==> src/rtl/ro_freq_meter.sv <==
// ro_freq_meter
//
// Purpose:
//   Measures the frequency of one ring-oscillator signal that is asynchronous
//   to clk. The signal is synchronised, its rising edges are counted over a
//   programmable window of clk cycles, and the result is latched as a
//   frequency count. The count is readable as a full word or one byte at a
//   time through the 8-bit TT wrapper bus.
//
// Configuration macro:
//   RO_FREQ_CONT_EN - when defined, holding start high re-arms the window
//                     from the last accepted gate length (continuous mode).
//                     When undefined, every measurement needs a fresh
//                     rising edge on start and no gate-length latch exists.
//
// Ports:
//   clk         system clock
//   rst_n       asynchronous active-low reset
//   ro_in       ring-oscillator input, asynchronous to clk
//   start       rising edge requests a measurement
//   gate_len    window length in clk cycles, sampled on an accepted start
//   byte_sel    0 selects count[7:0], 1 selects count[15:8] on count_byte
//   busy        high while a window is open
//   done        one-cycle pulse when count/ovf are updated
//   ovf         the accumulator saturated during the last window
//   count       result of the last completed measurement
//   count_byte  selected byte of count (zero-extended when CNT_W < 16)
//
// Edge detection is only meaningful for RO frequencies below clk/2; faster
// signals alias in the synchroniser and this is not detected.

module ro_freq_meter #(
  parameter int CNT_W       = 16,
  parameter int GATE_W      = 16,
  parameter int SYNC_STAGES = 2
) (
  input  logic              clk,
  input  logic              rst_n,
  input  logic              ro_in,
  input  logic              start,
  input  logic [GATE_W-1:0] gate_len,
  input  logic              byte_sel,
  output logic              busy,
  output logic              done,
  output logic              ovf,
  output logic [CNT_W-1:0]  count,
  output logic [7:0]        count_byte
);

  typedef enum logic [1:0] {
    S_IDLE    = 2'd0,
    S_MEASURE = 2'd1,
    S_DONE    = 2'd2
  } state_t;

  state_t state;
  state_t state_nxt;

  logic [SYNC_STAGES-1:0] sync_ff;
  logic                   ro_prev;
  logic                   ro_edge;
  logic                   start_q;
  logic                   start_rise;

  logic [GATE_W-1:0]      gate_cnt;
  logic [GATE_W-1:0]      gate_cnt_nxt;
  logic [CNT_W-1:0]       acc;
  logic [CNT_W-1:0]       acc_nxt;
  logic                   ovf_flag;
  logic                   ovf_flag_nxt;
  logic [CNT_W-1:0]       count_nxt;
  logic                   ovf_nxt;
  logic                   done_nxt;

`ifdef RO_FREQ_CONT_EN
  logic [GATE_W-1:0]      gate_lat;
  logic [GATE_W-1:0]      gate_lat_nxt;
`endif

  // Synchroniser chain for ro_in followed by one history flop, so an edge is
  // detected on the fully synchronised value. start gets its own history
  // flop for rising-edge detection.
  always_ff @(posedge clk or negedge rst_n) begin
    if (!rst_n) begin
      sync_ff <= '0;
      ro_prev <= 1'b0;
      start_q <= 1'b0;
    end else begin
      sync_ff <= {sync_ff[SYNC_STAGES-2:0], ro_in};
      ro_prev <= sync_ff[SYNC_STAGES-1];
      start_q <= start;
    end
  end

  assign ro_edge    = sync_ff[SYNC_STAGES-1] & ~ro_prev;
  assign start_rise = start & ~start_q;

  // State, window counter, accumulator and result registers.
  always_ff @(posedge clk or negedge rst_n) begin
    if (!rst_n) begin
      state    <= S_IDLE;
      gate_cnt <= '0;
      acc      <= '0;
      ovf_flag <= 1'b0;
      count    <= '0;
      ovf      <= 1'b0;
      done     <= 1'b0;
    end else begin
      state    <= state_nxt;
      gate_cnt <= gate_cnt_nxt;
      acc      <= acc_nxt;
      ovf_flag <= ovf_flag_nxt;
      count    <= count_nxt;
      ovf      <= ovf_nxt;
      done     <= done_nxt;
    end
  end

`ifdef RO_FREQ_CONT_EN
  // Remembers the gate length of the last accepted start so continuous mode
  // can re-arm without a new start edge.
  always_ff @(posedge clk or negedge rst_n) begin
    if (!rst_n) begin
      gate_lat <= '0;
    end else begin
      gate_lat <= gate_lat_nxt;
    end
  end
`endif

  // Next-state and datapath logic. A zero-length request completes at once
  // with a zero result. In MEASURE the edge seen on the last window cycle is
  // folded into the latched count, so the result uses acc_nxt rather than acc.
  // Saturation sets the flag only when an edge arrives with acc already full.
  always_comb begin
    state_nxt    = state;
    gate_cnt_nxt = gate_cnt;
    acc_nxt      = acc;
    ovf_flag_nxt = ovf_flag;
    count_nxt    = count;
    ovf_nxt      = ovf;
    done_nxt     = 1'b0;
`ifdef RO_FREQ_CONT_EN
    gate_lat_nxt = gate_lat;
`endif

    case (state)
      S_IDLE, S_DONE: begin
        if (start_rise) begin
          if (gate_len != '0) begin
            state_nxt    = S_MEASURE;
            gate_cnt_nxt = gate_len;
            acc_nxt      = '0;
            ovf_flag_nxt = 1'b0;
          end else begin
            state_nxt = S_DONE;
            count_nxt = '0;
            ovf_nxt   = 1'b0;
            done_nxt  = 1'b1;
          end
`ifdef RO_FREQ_CONT_EN
          gate_lat_nxt = gate_len;
`endif
        end
`ifdef RO_FREQ_CONT_EN
        else if ((state == S_DONE) && start && (gate_lat != '0)) begin
          state_nxt    = S_MEASURE;
          gate_cnt_nxt = gate_lat;
          acc_nxt      = '0;
          ovf_flag_nxt = 1'b0;
        end
`endif
      end

      S_MEASURE: begin
        gate_cnt_nxt = gate_cnt - GATE_W'(1);
        if (ro_edge) begin
          if (&acc) begin
            ovf_flag_nxt = 1'b1;
          end else begin
            acc_nxt = acc + CNT_W'(1);
          end
        end
        if (gate_cnt == GATE_W'(1)) begin
          state_nxt = S_DONE;
          count_nxt = acc_nxt;
          ovf_nxt   = ovf_flag_nxt;
          done_nxt  = 1'b1;
        end
      end

      default: begin
        state_nxt = S_IDLE;
      end
    endcase
  end

  assign busy = (state == S_MEASURE);

  // Widen or trim count to 16 bits so the byte mux is the same for any CNT_W.
  logic [15:0] count_ext;

  generate
    if (CNT_W >= 16) begin : g_count_wide
      assign count_ext = count[15:0];
    end else begin : g_count_narrow
      assign count_ext = {{(16-CNT_W){1'b0}}, count};
    end
  endgenerate

  assign count_byte = byte_sel ? count_ext[15:8] : count_ext[7:0];

endmodule

==> config.mk <==
export PLATFORM = sky130hd
export DESIGN_NAME = ro_freq_meter
export DESIGN_NICKNAME = d
export VERILOG_FILES = /design/src/rtl/ro_freq_meter.sv
export SDC_FILE = /design/constraint.sdc
export NUM_CORES = 1
export LEC_CHECK = 0
export CORE_MARGIN = 2
export CORE_UTILIZATION = 50
export CTS_CLUSTER_DIAMETER = 200
export DETAILED_ROUTE_END_ITERATION = 7
export PLACE_DENSITY = 0.72
export REMOVE_ABC_BUFFERS = 1
export SYNTH_ARGS = -nofsm -noshare
export SYNTH_HDL_FRONTEND = slang
export SYNTH_SLANG_ARGS = --single-unit
==> constraint.sdc <==
create_clock -name clk -period 2.49 [get_ports clk]
set_clock_uncertainty 0.05 [all_clocks]
set_input_delay 0.249 -clock clk [delete_from_list [all_inputs] [get_ports clk]]
set_output_delay 0.249 -clock clk [all_outputs]
set_load 0.02 [all_outputs]
==> flow_summary.yaml <==
floorplanning:
  core_area_um2: 5960
  die_area_um2: 6860
  start_util_pct: 52.2
  die_x_um: 82.9
  rows: 28
  io_pins: 48
  dieHeight_um: 82.9
global_routing:
  grt_max_degree: 24
  grt_pass1_wl_um: 13200
  globalRouteTotalUtil_pct: 23.8
  grt_pass1_vias: 2764
  antenna_found_initial: 0
  grt_overflow_total: 0
final_layout:
  n_antenna_cell: 0
  num-nets-final: 424
  drive_above_1_share_pct: 11.9
  fin_cells: 479
  area_growth_pct: 26.1
yosys:
  syn_inst: 343
  synth_seq_cells: 57
  ys.warnings.count: 0
  syn-cell-area_um2: 3110
  synth_cell_types: 53
  yosysSeqAreaShare_pct: 45.9
  synth-edff-count: 0
  avgSynthCellArea_um2: 9.06
  async_flop_share_pct: 100
  synth_ff_type: "dfrtp_1"
clocking:
  h-tree-depth: 3
  path_clk_slew_ps: 60
  clk_latency_ps: 330
  cts-root-buf: "clkbuf_8"
  cts_made_buffers: 9
  cts_sinks: 57
  cts_tree: "done"
  postCtsResizedCells: 0
  clk_path_buf_depth: 2
timing:
  tightest_slew_ps: 684
  hold_viol: 0
  maxSlewViolCount: 0
  rsz0062_at_grt: "false"
  slew-limit-headroom_pct: 54.2
  fmax_ghz: 0.450
  post-route-period-util_pct: 89.2
  finalCriticalPeriod_ps: 2220
  fin_setup_tns_ps: 0
  setup_viol: 0
route:
  first_iter_violations: 155
  post-route-drc-count: 0
  dr.pass1.iters: 5
  wl_per_cell_um: 16.1
  vias_per_cell: 5.86
  drt-total-wl_um: 7700
  drtAntennaViolNets: 0
  via_count: 2806
critical_path:
  cp.required_ps: 2190
  worstPathArrival_ps: 1920
  cp-start-kind: "flip-flop"
  cp_max_fo: 12
  end_kind: "primary output"
  timing.critical_path.buf_inv: 2
  max_stage_delay_ps: 630
  cp_top_family: "buffers and inverters"
  crit_slowest_cell: "clkdlybuf4s50_1"
  path_cells: "nand2b_1 > inv_1 > clkdlybuf4s50_1"
  crit_type: "flip-flop to primary output"
flow_run:
  drv_cap: 0
power:
  p_leak_nw: 1.63
  power_density_nw_per_um2: 705
  vdd_drop_max_mv: 0.553
place:
  place_congestion: 0.851
  io_buffers: 47
  dp_hpwl_um: 5670
  dp.cells: 463
run_status:
  outcome: "finished clean"
hold_path:
  hold_class: "flip-flop to flip-flop"
[cell usage in the layout (no fill, tap or decap), types with 4 or more instances in the layout]
master and n:
clkdlybuf4s50_1 46, nor3_1 7, mux2i_1 4, buf_4 15, nand4_1 9, nand3_1 11
o21ai_0 36, mux2_2 9, dfrtp_1 57, a21oi_1 22, a211oi_1 5, a311oi_1 4
a31oi_1 5, o31ai_1 4, and3_1 7, xnor2_1 6, nand2_1 40, a22o_1 4
nor4_1 8, nand2b_1 4, clkbuf_8 11, inv_1 10, nor2_1 29
[synthesized netlist by cell type, types with 7 or more instances]
| library cell | instances | area [um^2] |
|---|---|---|
| dfrtp_1 | 57 | 1430 |
| nand2_1 | 40 | 150 |
| o21ai_0 | 36 | 180 |
| nor2_1 | 29 | 109 |
| a21oi_1 | 22 | 110 |
| nand3_1 | 11 | 55.1 |
| inv_1 | 10 | 37.5 |
| clkbuf_1 | 9 | 33.8 |
| mux2_2 | 9 | 101 |
| nand4_1 | 9 | 56.3 |
| nor4_1 | 8 | 50.1 |
| and3_1 | 7 | 43.8 |
| nor3_1 | 7 | 35.0 |
[through the flow]
step | total power (W) | util [%] | hold slack, ps | worst slack (ps) | instance area [um^2]
6_report | 0.00277 | 65.8 | 303 | 269 | 3920
5_1_grt | 0.00296 | 65.8 | 307 | 130 | 3920
4_1_cts | 0.00279 | 65.8 | 293 | 242 | 3920
3_5_place_dp | 0.00192 | 62.4 | 193 | 281 | 3720
3_3_place_gp | 0.00191 | 62.4 | 189 | 331 | 3720
2_1_floorplan | 0.00168 | - | -96.6 | 61.6 | 3020
[state kept, by name, summed over array words and instances, names as in the netlist]
| name | count |
|---|---|
| acc | 16 |
| count | 16 |
| gate_cnt | 16 |
| state | 2 |
| sync_ff | 2 |
| done | 1 |
| ovf | 1 |
| ovf_flag | 1 |
| ro_prev | 1 |
| start_q | 1 |
[logic make-up after synthesis]
logic type               Yosys count  synth area share [%]
AO/OA/AOI/OAI                     99                  19.4
XOR/XNOR                           7                  1.97
adder cells (fa/ha/maj)            3                  1.21
buffers and inverters             28                  3.94
flip-flops                        57                  45.9
multiplexers                      13                  4.55
AND/OR/NAND/NOR                  136                  23.1
[power by group]
| part | total (W) | internal (W) | switching (W) |
|---|---|---|---|
| sequential | 0.00132 | 0.00110 | 0.000221 |
| combinational | 0.000594 | 0.000272 | 0.000323 |
| clock | 0.000854 | 0.000508 | 0.000346 |
| total | 0.00277 | 0.00188 | 0.000890 |
[metal layers]
layer  track usage, %  routed length, um  vias up
met2             39.7               3780       67
met4             7.15                 54        0
met1             31.4               3530     1356
li1                 -                  -     1378
met3             4.57                338        5
met5                0                  0        -
[cell type report]
cell class	count	area, um^2
Multi-Input combinational cell	258	1560
Timing Repair Buffer	64	608
Clock buffer	12	155
Fill cell	520	2030
Clock inverter	3	40.0
Sequential cell	57	1430
Tap cell	75	93.8
Inverter	10	37.5
[worst reg2reg max path, stage by stage, from the launching register on]
cell     delay (ps)
dfrtp_1         430
ha_1            290
nand3_1         130
or4_4           510
and3_1          240
xnor2_1         240
o21ai_1         120
[worst paths after layout]
check	from	depth (start not counted)	slack [ps]	end
max reg2reg	acc[0]	6	340	count[5]
max	state[1]	3	270	busy
max in group asynchronous	rst_n	3	1380	acc[6]
min	sync_ff[0]	0	300	sync_ff[1]
min reg2reg	sync_ff[0]	0	300	sync_ff[1]
min in group asynchronous	rst_n	2	370	count[12]
[timing repair]
action | in CTS | in global routing
setup buffers | 0 | 0
setup endpoints to repair | 0 | 0
hold buffers | 1 | 0
hold endpoints to repair | 21 | 0
No activity file was read; power rests on OpenSTA's default activity.
